<file path="config.mk">
export PLATFORM = sky130hd
export DESIGN_NAME = ssb_agc
export DESIGN_NICKNAME = d
export VERILOG_FILES = /design/src/rtl/sdr_audio_pkg.sv /design/src/rtl/sat_mul_q8.sv /design/src/rtl/ssb_agc.sv
export SDC_FILE = /design/constraint.sdc
export NUM_CORES = 1
export LEC_CHECK = 0
export BUFFER_PORTS_ARGS = -buffer_cell sky130_fd_sc_hd__buf_2
export CORE_ASPECT_RATIO = 1.1
export CORE_MARGIN = 5
export CORE_UTILIZATION = 48
export CTS_BUF_LIST = sky130_fd_sc_hd__clkbuf_8 sky130_fd_sc_hd__clkbuf_16
export DETAILED_ROUTE_END_ITERATION = 10
export PLACE_DENSITY = 0.67
export SETUP_SLACK_MARGIN = 0.15
export SLEW_MARGIN = 20
export SYNTH_ARGS = -nofsm -noshare
export SYNTH_HDL_FRONTEND = slang
export SYNTH_SLANG_ARGS = --single-unit
</file>
<file path="constraint.sdc">
create_clock -name clk -period 6.5 [get_ports clk]
set_clock_uncertainty 0.15 [all_clocks]
set_input_delay 0.325 -clock clk [delete_from_list [all_inputs] [get_ports clk]]
set_output_delay 0.325 -clock clk [all_outputs]
set_load 0.02 [all_outputs]
</file>
<file path="src/rtl/sdr_audio_pkg.sv">
// Shared widths, AGC state encoding and saturation limits for the SSB audio chain.
package sdr_audio_pkg;

    localparam int SAMPLE_W  = 12;
    localparam int MAG_W     = SAMPLE_W + 1;
    localparam int GAIN_W    = 12;
    localparam int GAIN_FRAC = 8;
    localparam int PROD_W    = SAMPLE_W + GAIN_W + 1;

    localparam logic signed [SAMPLE_W-1:0] SAT_MAX = 12'sh7FF;
    localparam logic signed [SAMPLE_W-1:0] SAT_MIN = 12'sh800;

    typedef enum logic [1:0] {
        AGC_IDLE   = 2'd0,
        AGC_ATTACK = 2'd1,
        AGC_HOLD   = 2'd2,
        AGC_DECAY  = 2'd3
    } agc_state_t;

    // One extra bit so that |-2048| = 2048 is representable.
    function automatic logic [MAG_W-1:0] sample_mag(input logic signed [SAMPLE_W-1:0] s);
        logic signed [MAG_W-1:0] e;
        e = {s[SAMPLE_W-1], s};
        return e[MAG_W-1] ? -e : e;
    endfunction

endpackage

</file>
<file path="src/rtl/sat_mul_q8.sv">
// Signed sample x unsigned Q4.8 gain, shift by 8, saturate to 12 bits with clip flag.
// Latency: 2 cycles (product register, saturate register); valid bit advances every cycle.
// Backpressure: none; a new sample may be accepted every cycle.
module sat_mul_q8
    import sdr_audio_pkg::*;
(
    input  logic                       clk,
    input  logic                       rst,
    input  logic                       in_vld,
    input  logic signed [SAMPLE_W-1:0] sample,
    input  logic        [GAIN_W-1:0]   gain,
    output logic                       out_vld,
    output logic signed [SAMPLE_W-1:0] out_sample,
    output logic                       clip
);

    localparam logic signed [PROD_W-1:0] MAX_EXT = PROD_W'(SAT_MAX);
    localparam logic signed [PROD_W-1:0] MIN_EXT = PROD_W'(SAT_MIN);

    logic signed [PROD_W-1:0]   prod_c;
    logic signed [PROD_W-1:0]   prod_q;
    logic signed [PROD_W-1:0]   scaled;
    logic                       prod_vld;
    logic signed [SAMPLE_W-1:0] sat_sample;
    logic                       sat_hit;

    assign prod_c = PROD_W'(sample) * $signed(PROD_W'({1'b0, gain}));
    assign scaled = prod_q >>> GAIN_FRAC;

    always_comb begin
        sat_sample = scaled[SAMPLE_W-1:0];
        sat_hit    = 1'b0;
        if (scaled > MAX_EXT) begin
            sat_sample = SAT_MAX;
            sat_hit    = 1'b1;
        end else if (scaled < MIN_EXT) begin
            sat_sample = SAT_MIN;
            sat_hit    = 1'b1;
        end
    end

    always_ff @(posedge clk or posedge rst) begin
        if (rst) begin
            prod_vld   <= 1'b0;
            prod_q     <= '0;
            out_vld    <= 1'b0;
            out_sample <= '0;
            clip       <= 1'b0;
        end else begin
            prod_vld <= in_vld;
            out_vld  <= prod_vld;
            clip     <= prod_vld & sat_hit;
            if (in_vld)
                prod_q <= prod_c;
            if (prod_vld)
                out_sample <= sat_sample;
        end
    end

endmodule

</file>
<file path="src/rtl/ssb_agc.sv">
// Peak-driven attack/hold/decay audio AGC behind the SSB demodulator.
// Latency: 3 cycles data_valid -> audio_valid; gain updates one cycle after audio_valid.
// Backpressure: none; accepts samples back-to-back or with arbitrary gaps.
module ssb_agc
    import sdr_audio_pkg::*;
#(
    parameter int GAIN_INIT     = 256,
    parameter int GAIN_MIN      = 16,
    parameter int GAIN_MAX      = 4095,
    parameter int TARGET_HI     = 1536,
    parameter int TARGET_LO     = 768,
    parameter int ATTACK_SHIFT  = 3,
    parameter int HOLD_SAMPLES  = 2048,
    parameter int DECAY_SAMPLES = 64
)
(
    input  logic                       clk,
    input  logic                       rst,
    input  logic signed [SAMPLE_W-1:0] data_in,
    input  logic                       data_valid,
    output logic signed [SAMPLE_W-1:0] audio_out,
    output logic                       audio_valid,
    output logic        [GAIN_W-1:0]   gain,
    output logic                       clip,
    output logic        [1:0]          agc_state
);

    localparam int HOLD_W  = $clog2(HOLD_SAMPLES + 1);
    localparam int DECAY_W = $clog2(DECAY_SAMPLES + 1);

    localparam logic [GAIN_W-1:0]  G_INIT  = GAIN_W'(GAIN_INIT);
    localparam logic [GAIN_W-1:0]  G_MIN   = GAIN_W'(GAIN_MIN);
    localparam logic [GAIN_W-1:0]  G_MAX   = GAIN_W'(GAIN_MAX);
    localparam logic [MAG_W-1:0]   T_HI    = MAG_W'(TARGET_HI);
    localparam logic [MAG_W-1:0]   T_LO    = MAG_W'(TARGET_LO);
    localparam logic [HOLD_W-1:0]  HOLD_LD = HOLD_W'(HOLD_SAMPLES);
    localparam logic [DECAY_W-1:0] DEC_LD  = DECAY_W'(DECAY_SAMPLES);

    logic signed [SAMPLE_W-1:0] s1_data;
    logic                       s1_vld;

    agc_state_t         state_q, state_d;
    logic [GAIN_W-1:0]  gain_d;
    logic [HOLD_W-1:0]  hold_q, hold_d;
    logic [DECAY_W-1:0] decay_q, decay_d;

    logic [MAG_W-1:0]   peak;
    logic [GAIN_W-1:0]  step;
    logic [GAIN_W:0]    gain_sub;
    logic [GAIN_W-1:0]  gain_dec;
    logic [GAIN_W-1:0]  gain_inc;

    always_ff @(posedge clk or posedge rst) begin
        if (rst) begin
            s1_data <= '0;
            s1_vld  <= 1'b0;
        end else begin
            s1_vld <= data_valid;
            if (data_valid)
                s1_data <= data_in;
        end
    end

    sat_mul_q8 u_mul (
        .clk        (clk),
        .rst        (rst),
        .in_vld     (s1_vld),
        .sample     (s1_data),
        .gain       (gain),
        .out_vld    (audio_valid),
        .out_sample (audio_out),
        .clip       (clip)
    );

    assign peak      = sample_mag(audio_out);
    assign gain_sub  = {1'b0, gain} - {1'b0, step};
    assign gain_inc  = gain + GAIN_W'(1);
    assign agc_state = state_q;

    // Attack step never collapses to zero, and the subtraction is floored at GAIN_MIN.
    always_comb begin
        step = gain >> ATTACK_SHIFT;
        if (step == '0)
            step = GAIN_W'(1);
        gain_dec = gain_sub[GAIN_W-1:0];
        if (gain_sub[GAIN_W] || (gain_sub[GAIN_W-1:0] < G_MIN))
            gain_dec = G_MIN;
    end

    always_comb begin
        state_d = state_q;
        gain_d  = gain;
        hold_d  = hold_q;
        decay_d = decay_q;
        if (audio_valid) begin
            if (peak > T_HI) begin
                gain_d  = gain_dec;
                hold_d  = HOLD_LD;
                state_d = AGC_ATTACK;
            end else begin
                case (state_q)
                    AGC_ATTACK: state_d = AGC_HOLD;
                    AGC_HOLD: begin
                        hold_d = hold_q - HOLD_W'(1);
                        if (hold_q == HOLD_W'(1)) begin
                            state_d = AGC_DECAY;
                            decay_d = DEC_LD;
                        end
                    end
                    AGC_DECAY: begin
                        decay_d = decay_q - DECAY_W'(1);
                        if (decay_q == DECAY_W'(1)) begin
                            decay_d = DEC_LD;
                            if ((peak < T_LO) && (gain < G_MAX)) begin
                                gain_d = gain_inc;
                                if (gain_inc == G_MAX)
                                    state_d = AGC_IDLE;
                            end
                        end
                    end
                    default: begin
                        if (peak < T_LO) begin
                            state_d = AGC_DECAY;
                            decay_d = DEC_LD;
                        end
                    end
                endcase
            end
        end
    end

    always_ff @(posedge clk or posedge rst) begin
        if (rst) begin
            state_q <= AGC_IDLE;
            gain    <= G_INIT;
            hold_q  <= '0;
            decay_q <= '0;
        end else begin
            state_q <= state_d;
            gain    <= gain_d;
            hold_q  <= hold_d;
            decay_q <= decay_d;
        end
    end

endmodule

</file>
# == Word-level counts from Yosys, hierarchy flattened ==
# Index checks and enable logic that the tools add are counted.
# totals
wordCells,74
latch_bits,0
mem_count,0
output_inout_bits,28
inputBits,15
ram_bits,0
ff_bits,86
mem_bits_ro,0
# classes
div_mod_pow,0
n_reduce_logical,13
shifts,0
n_addsub,5
eq_ne,11
n_bitwise,3
n_lt_le_gt_ge,6
mux,24
multipliers,1
# ops
op,n
$mux W12,9
$mul A12 B13 Y25,1
$mux W7,3
$pmux W7 S3,1
$gt A17 B12 Y1 const B,1
$lt A17 B12 Y1 const B,1
$gt A13 B11 Y1 const B,1
$lt A13 B10 Y1 const B,1
$mux W13,1
$neg A12 Y13,1
$sub A12 B12 Y13,1
$add A12 B1 Y12 const B,1
$eq A12 B1 Y1 const B,1
$eq A12 B12 Y1 const B,1
$logic_not A12 Y1,1
$lt A12 B12 Y1 const B,1
$lt A12 B5 Y1 const B,1
$mux W2,6
$ne A3 B3 Y1 const B,4
$sub A12 B1 Y12 const B,1
$mux W9,1
$reduce_bool A2 Y1,4
$eq A7 B1 Y1 const B,1
$sub A7 B1 Y7 const B,1
15 further kinds,18

# == Depth between registers and ports, before layout ==
# depth
ltp_word,8
mapped_depth,21
ltp_nobuf,19

# == Cells and area by module ==
# A second synthesis with hierarchy kept.
# hier_totals
hier_cells,1109
area_unflattened_um2,9620.5
# by_module_without_submodules
mod,cells_each,area_each_um2,n_inst,seq_area_each_um2
sat_mul_q8,690,6039.5,1,800.8
ssb_agc,419,3580.9,1,1152.4

# == Worst setup path before layout ==
# No wires, ideal clock.
# synth_path
path_kind,reg-to-reg
start,register gain[8]
end,register u_mul.prod_q[23]
n_path_buf,2
arrival_time_ns,5.939
path_stages_with_launch,20
slack_ns,0.286
period_less_slack_ns,6.214
setup_time_ns,0.125
t_required_ns,6.225
path_cell_list,dfstp_2 > clkbuf_1 > clkbuf_1 > nand2_1 > fa_1 > inv_1 > fa_1 > fa_1 > fa_1 > inv_1 > fa_1 > inv_1 > ha_1 > o2111a_1 > a221o_1 > a21oi_1 > o21ai_0 > a211oi_1 > xnor2_1 > mux2_2
# synth_via
elab_chain_len,1
# synth_rtl
element,line,rtl
start: declaration,ssb_agc.sv:23,"output logic [GAIN_W-1:0] gain,"
start signal: assignment,ssb_agc.sv:140,gain <= gain_d;
$mul A12 B13 Y25,sat_mul_q8.sv:27,"assign prod_c = PROD_W'(sample) * $signed(PROD_W'({1'b0, gain}));"
end signal: assignment,sat_mul_q8.sv:54,prod_q <= prod_c;
end: declaration,sat_mul_q8.sv:21,logic signed [PROD_W-1:0] prod_q;
# No other way between the ends.
# A chain may end at the register's enable or synchronous reset.

# == Final worst setup path ==
# layout_path
start,register gain[3]
end,register u_mul.prod_q[23]
# Same word-level chain as after synthesis.

==> metrics.md <==
| Metric | Value |
|---|---|
| CP bufs+invs | `2` |
| Final total negative setup slack | `0 ps` |
| Number of synthesized register bits | `78` |
| Sequential cell area fraction in the yosys report | `20.8%` |
| Detail Placement HPWL | `17500 um` |
| Number of antenna diodes | `0` |
| Type of destination of the critical path | `register` |
| Avg Inst Size Synth | `8.92 um2` |
| Worst-case reg-to-reg path depth | `16` |
| Post-CTS Repair Setup Buffers | `0` |
| Slew headroom | `39.1%` |
| Required time of the worst setup path | `approximately 6600 ps` |
| Clock tree from TritonCTS | `built` |
| Netlist area before placement | `approximately 9400 um2` |
| Initial core utilization | `about 49%` |
| Setup violation total in the final timing report | `0` |
| Peak per-stage delay on the critical path | `~560 ps` |
| Die height | `roughly 160 um` |
| Post-layout net count | `1277` |
| Most instantiated cells after synthesis | `180 x inv_1, 132 x nand2_1, 100 x fa_1, 89 x ha_1, 77 x dfrtp_1` |
| Max-capacitance violation count | `0` |
| Share of the cycle needed by the critical path after routing | `between 90% and 100%` |
| Crit path DAT | `between 6000 and 7000 ps` |
| Top area cells in the synthesized netlist | `fa_1 21%, dfrtp_1 21%, ha_1 12%, inv_1 7.2%, nand2_1 5.3%` |
| Final critical delay including setup and external delays | `about 6000 ps` |
| Cell breakdown of the critical path | `and2_1, fa_1, inv_1, fa_1, inv_1, fa_1, fa_1, fa_1, ha_1, a211o_1, a221o_1, a21oi_1, o21ai_0, a211oi_2, xnor2_1, mux2_2` |
| Synth Instances | `1051` |
| Congestion Overflow GR | `0` |
| Worst reg2reg path startpoint | `gain[3]$_DFFE_PP0P_` |
| Average wire length per cell after detail routing | `16.6 um` |
| Cell repeated most along the worst path | `fa_1` |
| Vias per cell | `about 5.5` |
| Worst hold path class | `in2async` |
| Final wirelength | `roughly 22000 um` |
| Leading cell type by number of instances after synthesis | `inv_1` |
| CTS Root Buffer Type | `clkbuf_16` |
| Number of library cell types mapped by synthesis | `83` |
| Top Family by Delay on Critical Path | `adder cells` |
| First-pass GRT wire length | `~37000 um` |
| Worst-path fanout max | `14` |
| FF-to-FF setup slack | `approximately 500 ps` |
| Critical path startpoint category | `register` |
| Unrepaired setup endpoints after global routing | `no` |
| CTS clock-pin slew for the worst setup and hold paths | `70 ps` |
| Global routing usage summed across all routing layers | `between 20 and 25%` |
| Proportion of netlist area held by the largest area contributor | `between 20% and 30%` |
| Full die area | `between 20000 and 25000 um2` |
| Number of remaining DRC errors | `0` |
| Worst-Margin Slew | `around 910 ps` |
| Vias in the first global route | `roughly 7300` |
| Maximum frequency from static timing analysis | `roughly 0.17 GHz` |
| Clock latency of the later-clocked register in the worst-skew pair | `around 350 ps` |
| Total via count after detailed routing | `~7300` |
| Ys Warns | `0` |
| Final Max Tran Viols | `0` |
| Die span in x | `143 um` |
| Pin count of the biggest net entering global routing | `between 70 and 80` |
| Iteration-0 DRC Markers | `a little over 500` |
| Pre-antenna DRT Iters | `5` |
| Post-synth top area cell | `fa_1` |
| Number of buffers created by CTS | `9` |
| Cell Rows | `53` |
| Run status | `complete, no violations` |
| Primary FF master, synth | `dfrtp_1` |
| Clock tree buffer depth | `2` |
| Critical Path Slowest Stage Cell | `dfrtp_1` |
| Layout cells sized above 1 | `between 10% and 20%` |
| # IOs | `43` |
| Number of sinks on the clock net | `between 70 and 80` |
| Number of nets with antenna violations after routing | `0` |
| Synthesized Nets | `1255` |
| Post-synthesis async set-or-reset flop share | `100%` |
| Number of enable-type register cells in the synthesized netlist | `0` |
| Area growth, synth to finish | `8.01%` |
| Core Footprint | `~19000 um2` |
| Initial antenna violation count | `0` |
| Number of hold violations in the final report | `0` |
| Critical path class | `reg2reg` |
| H-Tree Depth | `3` |
| Routability Congestion | `a little over 0.9` |
| R2R Path End | `u_mul.prod_q[23]$_DFFE_PP0P_` |
| I/O Buffers | `42` |
-- cell families after synthesis --
kind of cell	synth area share (%)
adder cells (fa/ha/maj)	33.2
AO/OA/AOI/OAI	14.1
XOR/XNOR	2.99
flip-flops	20.8
buffers and inverters	9.76
multiplexers	3.67
AND/OR/NAND/NOR	15.4
-- cell type report --
type                       instances  area [um2]
timing repair buffer              64         379
multi-input combinational        737        6510
fill                            1807        9040
sequential                        78        1950
tap                              247         309
clock inverter                     7        58.8
inverter                         183         688
clock buffer                       9         225
-- worst min-delay path, cell delays in order --
cell,delay (ps)
buf_2,100
clkinv_2,40
buf_6,530
-- metrics by stage --
step / setup slack (ps) / area [um2] / instances / util (%) / hold WS [ps]
floorplan: 286 / 9370 / 1051 / - / 202
global placement: 441 / 9830 / 1309 / 51.3 / 318
detailed placement: 349 / 9830 / 1309 / 51.3 / 325
CTS: 371 / 10100 / 1325 / 52.8 / 48.4
global route: 194 / 10100 / 1325 / 52.8 / 54.1
finish: 506 / 10100 / 1325 / 52.8 / 1.68
-- per-layer routing --
layer | global-route usage, % | part of all wire, %
met1 | 29.1 | 46
met2 | 32.6 | 46
met3 | 3.58 | 5.1
met4 | 5.70 | 2.5
met5 | 0 | 0
-- registers in the layout, indices dropped and copies added (netlist names) --
name / cells
hold_q: 12
u_mul.out_vld: 1
decay_q: 7
u_mul.prod_q: 17
u_mul.clip: 1
agc_state: 2
s1_vld: 1
s1_data: 12
u_mul.prod_vld: 1
u_mul.out_sample: 12
gain: 12
-- how the worst max path moves through the flow --
stage | slack (ps) | from | cells past startpoint | endpoint
finish | 510 | gain[3]$_DFFE_PP0P_ | 16 | u_mul.prod_q[23]$_DFFE_PP0P_
global route | 190 | gain[3]$_DFFE_PP0P_ | 16 | u_mul.prod_q[23]$_DFFE_PP0P_
CTS | 370 | gain[3]$_DFFE_PP0P_ | 16 | u_mul.prod_q[23]$_DFFE_PP0P_
detailed placement | 350 | gain[3]$_DFFE_PP0P_ | 16 | u_mul.prod_q[23]$_DFFE_PP0P_
global placement | 440 | gain[3]$_DFFE_PP0P_ | 16 | u_mul.prod_q[23]$_DFFE_PP0P_
floorplan | 290 | gain[8]$_DFFE_PP1P_ | 19 | u_mul.prod_q[23]$_DFFE_PP0P_
-- cells in the final DEF, fill, tap and decap left out, types with 7 or more instances in the layout --
cell and count:
a21o_1 7, a21oi_1 30, a31oi_1 12, and2_1 40
buf_2 42, buf_4 21, clkbuf_16 9, dfrtp_1 77
fa_1 100, ha_1 89, inv_1 179, mux2_2 27
nand2_1 132, nand2b_1 9, nand3_1 16, nor2_1 37
nor3_1 17, nor4_1 10, o211ai_1 17, o21ai_0 43
o21ai_1 7, o2bb2ai_1 8, xnor2_1 24, xor2_1 8
-- timing repair --
| item | CTS | global route |
|---|---|---|
| gates resized for setup | 0 | 1 |
| hold buffers | 0 | 0 |
| endpoints found under the hold margin | 0 | 0 |
| endpoints found under the setup margin | 0 | 1 |
Power is not shown: default switching activity piles up to over one toggle a cycle in this logic, so the estimate is an artifact.
